File: config.mk
export PLATFORM = sky130hd
export DESIGN_NAME = hazard_scoreboard
export DESIGN_NICKNAME = d
export VERILOG_FILES = /design/src/rtl/hazard_scoreboard.sv
export SDC_FILE = /design/constraint.sdc
export NUM_CORES = 1
export LEC_CHECK = 0
export CAP_MARGIN = 20
export CORE_MARGIN = 2
export CORE_UTILIZATION = 35
export DETAILED_ROUTE_END_ITERATION = 8
export DONT_BUFFER_PORTS = 1
export MAX_ROUTING_LAYER = met4
export PLACE_DENSITY = 0.55
export SLEW_MARGIN = 20
export SYNTH_ARGS = -nofsm -noshare
export SYNTH_HDL_FRONTEND = slang
export SYNTH_SLANG_ARGS = --single-unit
File: constraint.sdc
create_clock -name clk -period 3.3 [get_ports clk]
set_input_delay 0.33 -clock clk [delete_from_list [all_inputs] [get_ports clk]]
set_output_delay 0.33 -clock clk [all_outputs]
set_load 0.03 [all_outputs]
File: src/rtl/hazard_scoreboard.sv
// hazard_scoreboard: tracks in-flight producers, selects forwarding sources, stalls on unready loads, counts stalls.
//   Ports: clk, rst (sync, active-high); issue_* describe the instruction entering EXE; flush kills
//   in-flight producers; stall holds issue; fwd_{a,b}_{hit,stage,class} give the youngest matching
//   producer per operand; stall_cycles/stall_events are saturating performance counters.
module hazard_scoreboard #(
  parameter int DEPTH    = 2,
  parameter int LOAD_LAT = 1,
  parameter int CNT_W    = 16
) (
  input  logic             clk,
  input  logic             rst,
  input  logic             issue_valid,
  input  logic [4:0]       issue_rs1,
  input  logic [4:0]       issue_rs2,
  input  logic             issue_rs1_used,
  input  logic             issue_rs2_used,
  input  logic [4:0]       issue_rd,
  input  logic             issue_wb,
  input  logic [1:0]       issue_class,
  input  logic             flush,
  output logic             stall,
  output logic             fwd_a_hit,
  output logic             fwd_b_hit,
  output logic [2:0]       fwd_a_stage,
  output logic [2:0]       fwd_b_stage,
  output logic [1:0]       fwd_a_class,
  output logic [1:0]       fwd_b_class,
  output logic [CNT_W-1:0] stall_cycles,
  output logic [CNT_W-1:0] stall_events
);
  localparam logic [1:0] LOAD = 2'd1;
  localparam logic [CNT_W-1:0] ONE = 1;
  typedef enum logic {RUN, STALL} state_t;
  state_t state_q;
  logic [DEPTH-1:0] valid_q, valid_d;
  logic [4:0] rd_q [DEPTH];
  logic [4:0] rd_d [DEPTH];
  logic [1:0] cls_q [DEPTH];
  logic [1:0] cls_d [DEPTH];
  logic [CNT_W-1:0] cyc_q, evt_q;
  logic a_rdy, b_rdy;
  // Scan oldest to youngest so the youngest match is the one left standing.
  always_comb begin
    fwd_a_hit = 1'b0;
    fwd_a_stage = '0;
    fwd_a_class = '0;
    a_rdy = 1'b1;
    fwd_b_hit = 1'b0;
    fwd_b_stage = '0;
    fwd_b_class = '0;
    b_rdy = 1'b1;
    for (int i = DEPTH - 1; i >= 0; i--) begin
      if (valid_q[i] && issue_valid && issue_rs1_used && issue_rs1 != 5'd0 && rd_q[i] == issue_rs1) begin
        fwd_a_hit = 1'b1;
        fwd_a_stage = 3'(i + 1);
        fwd_a_class = cls_q[i];
        a_rdy = cls_q[i] != LOAD || i + 1 > LOAD_LAT;
      end
      if (valid_q[i] && issue_valid && issue_rs2_used && issue_rs2 != 5'd0 && rd_q[i] == issue_rs2) begin
        fwd_b_hit = 1'b1;
        fwd_b_stage = 3'(i + 1);
        fwd_b_class = cls_q[i];
        b_rdy = cls_q[i] != LOAD || i + 1 > LOAD_LAT;
      end
    end
  end
  assign stall = (fwd_a_hit & ~a_rdy) | (fwd_b_hit & ~b_rdy);
  // Older entries always advance; a stalled issue enters as a bubble.
  always_comb begin
    valid_d = '0;
    rd_d = rd_q;
    cls_d = cls_q;
    for (int i = DEPTH - 1; i > 0; i--) begin
      valid_d[i] = valid_q[i-1];
      rd_d[i] = rd_q[i-1];
      cls_d[i] = cls_q[i-1];
    end
    valid_d[0] = ~stall & issue_valid & issue_wb & (issue_rd != 5'd0);
    rd_d[0] = issue_rd;
    cls_d[0] = issue_class;
  end
  always_ff @(posedge clk) begin
    if (rst) begin
      valid_q <= '0;
      state_q <= RUN;
      cyc_q <= '0;
      evt_q <= '0;
    end else begin
      valid_q <= flush ? '0 : valid_d;
      rd_q <= rd_d;
      cls_q <= cls_d;
      state_q <= (stall && !flush) ? STALL : RUN;
      cyc_q <= cyc_q + ((stall && cyc_q != '1) ? ONE : '0);
      evt_q <= evt_q + ((stall && state_q == RUN && evt_q != '1) ? ONE : '0);
    end
  end
  assign stall_cycles = cyc_q;
  assign stall_events = evt_q;
endmodule

==> reports/qor.txt <==
core area -> 6350 µm²
clk slew on worst S/H paths -> 0.09 ns
Max Freq -> 366 MHz
Max IR drop VDD -> 0.000236 V
Max-cap violations -> 0
largest net degree at the start of global routing -> 37
CP Launch Type -> register
crit-path max FO -> 5
crit end category -> register
DRT Pass-1 Iters -> 4
nets@finish -> 277
GRT Total Usage -> 13.7%
Slew Viols, Final -> 0
Synth Area in XOR/XNOR -> 17.5%
H-tree levels -> 2
multi-input logic area -> 1130 µm²
routability cong. -> 0.801
Most used DFF post-synth -> dfxtp_1
latest clock arrival within the worst-skew pair -> 0.30 ns
share of cells above drive strength 1 -> 7.66%
first-pass GRT wire length -> 7670 µm
crit path kind -> reg2reg
Slew headroom -> 57.7%
Final Critical Period -> 2.73 ns
Layout Utilization -> 39.7%
warnings from Yosys -> 0
DP Cell Count -> 317
Num CTS Buffers -> 5
Post-CTS Setup Bufs -> 0
Required @ worst endpoint -> 3.54 ns
die area -> 7240 µm²
Worst Tran Pin Value -> 0.628 ns
n_diodes -> 0
total clock sinks -> 49
DRC Markers -> 0
Congestion Overflow GR -> 0
initial core utilization -> 36.2%
Die X -> 85.1 µm
worst r2r src -> rd_d[1]
number of hold buffers added after cts -> 0
fraction of registers with async set/reset -> 0%
Final Hold Fails -> 0
register area -> 1120 µm²
Post-Synth Adder-Cell Area -> 3.26%
pwr dens -> 437 nW/µm²
Root Driver -> clkbuf_8
syn avg cell area -> 9.63 µm²
routed length per instance -> 14.7 µm
fin cells -> 325
Post-Syn Area -> 2300 µm²
via count -> 1,635
dpl hpwl -> 3610 µm
Hold Path Class -> in2reg
final period utilization -> 82.7%
crit path DAT -> 2.97 ns
setup ws final -> 0.571 ns
r2r worst-path depth -> 10
min-delay src -> rst
post_cts resized -> 0
Simple-Gate Fraction of Synth Area -> 24.8%
reg2reg end -> stall_events[15]
final wirelength -> 4790 µm
Antenna Nets Post-Route -> 0
total negative slack -> 0 ns
commonest cells after routing, fill and taps aside -> 35 x dfxtp_1, 34 x nor2_1, 27 x xnor2_1, 19 x xor2_1
Mapped Cells -> 239
synthesis-stage register bit count -> 49
Layout Skew -> 0.0105 ns
Leakage -> 0.000876 µW
I/O Buffers -> 0
CTS tree -> yes
Fill cells -> 636
Layout area overhead -> 9.62%
number of global-route vias before repair -> 1,535
# rows -> 29
sequential fraction of the synthesis area -> 48.7%
Synth Area in Compound Gates -> 3.26%
mux share of post-synthesis cell area -> 0%
outcome -> finished clean
Setup WS pre-CTS -> 0.549 ns
First DRT Iteration DRCs -> 94
Hold Path Depth -> 1
largest family of logic cells by synthesized area -> simple AND/OR/NAND/NOR gates
IO Count -> 69
clock tree buffer depth -> 2
total power -> 1100 µW
RSZ-0062 raised after global routing -> no
initial antenna violation count -> 0
most common cell after layout, fill and taps aside -> dfxtp_1
setup violators final -> 0
DIE HEIGHT -> 85.1 µm
Vias/cell -> 5.03
Hold Path End -> stall_events[7]
number of flops mapped to enable cells by yosys -> 14
setup slack, reg-to-reg -> 0.57 ns
Synth cell types -> 31
==> report_power, final <==
part | total, µW | internal, µW | leakage (µW) | switching (µW)
sequential | 645 | 634 | 0.000419 | 11.4
combinational | 40.8 | 22.2 | 0.000405 | 18.6
clock | 417 | 224 | 0.0000528 | 193
==> cell families after synthesis <==
group	count (synthesis)
buffers and inverters	12
other	1
adder cells (fa/ha/maj)	6
flip-flops	49
AND/OR/NAND/NOR	112
AO/OA/AOI/OAI	13
XOR/XNOR	46
==> area by class of cell <==
| type | count | share of cell area [%] |
|---|---|---|
| tap | 77 | 3.82 |
| inverter | 6 | 0.893 |
| clock buffer | 6 | 2.88 |
| sequential | 49 | 44.4 |
| clock inverter | 2 | 1.34 |
| timing repair buffer | 6 | 1.79 |
| multi-input combinational | 179 | 44.8 |
==> critical path, cell delays in order (launching register included) <==
cell	delay, ns
edfxtp_1	0.45
xnor2_1	0.19
nand4_1	0.15
nor3_2	0.24
o21ai_2	0.14
nor3_1	0.23
ha_1	0.30
nand2_1	0.08
or4_4	0.45
or3_1	0.32
a21oi_1	0.14
==> sequential cells by signal, indices dropped and copies added (netlist names) <==
| signal | flops |
|---|---|
| stall_cycles | 16 |
| stall_events | 16 |
| rd_d | 5 |
| rd_q | 5 |
| cls_d | 2 |
| cls_q | 2 |
| valid_q | 2 |
| state_q | 1 |
==> worst max path at each step <==
| stage | startpoint | end | cells after the start |
|---|---|---|---|
| floorplan | rd_d[1] | stall_events[15] | 10 |
| global placement | rd_d[0] | stall_events[15] | 10 |
| detailed placement | rd_d[3] | stall_events[15] | 10 |
| finish | rd_d[1] | stall_events[15] | 10 |
| global route | rd_d[3] | stall_cycles[11] | 11 |
| CTS | rd_d[3] | stall_events[15] | 10 |
==> metrics by stage <==
stage / cell area (µm²) / hold slack (ns)
finish: 2520 / 0.0902
floorplan: 2300 / 0.406
global placement: 2420 / 0.404
CTS: 2520 / 0.0737
detailed placement: 2420 / 0.407
global route: 2520 / 0.0732
==> cells in the mapped netlist, types with 5 or more instances <==
cell type,count,share of area [%]
nand2_1,17,2.8
ha_1,6,3.3
nand4_1,12,3.3
o21ai_0,6,1.3
dfxtp_1,35,30
inv_1,6,0.98
edfxtp_1,14,18
nand3_1,17,3.7
nor3_1,5,1.1
xnor2_1,27,10
nor2b_1,7,1.9
xor2_1,19,7.2
nor2_1,34,5.5
==> routing by layer <==
layer | up-vias | track usage [%] | part of all wire [%]
met5 | - | - | 0
met4 | 0 | 3.90 | 1.2
met3 | 4 | 4.47 | 7.5
met2 | 51 | 20.9 | 45
met1 | 752 | 17.5 | 46
li1 | 828 | - | -
(Power assumes the default switching activity.)
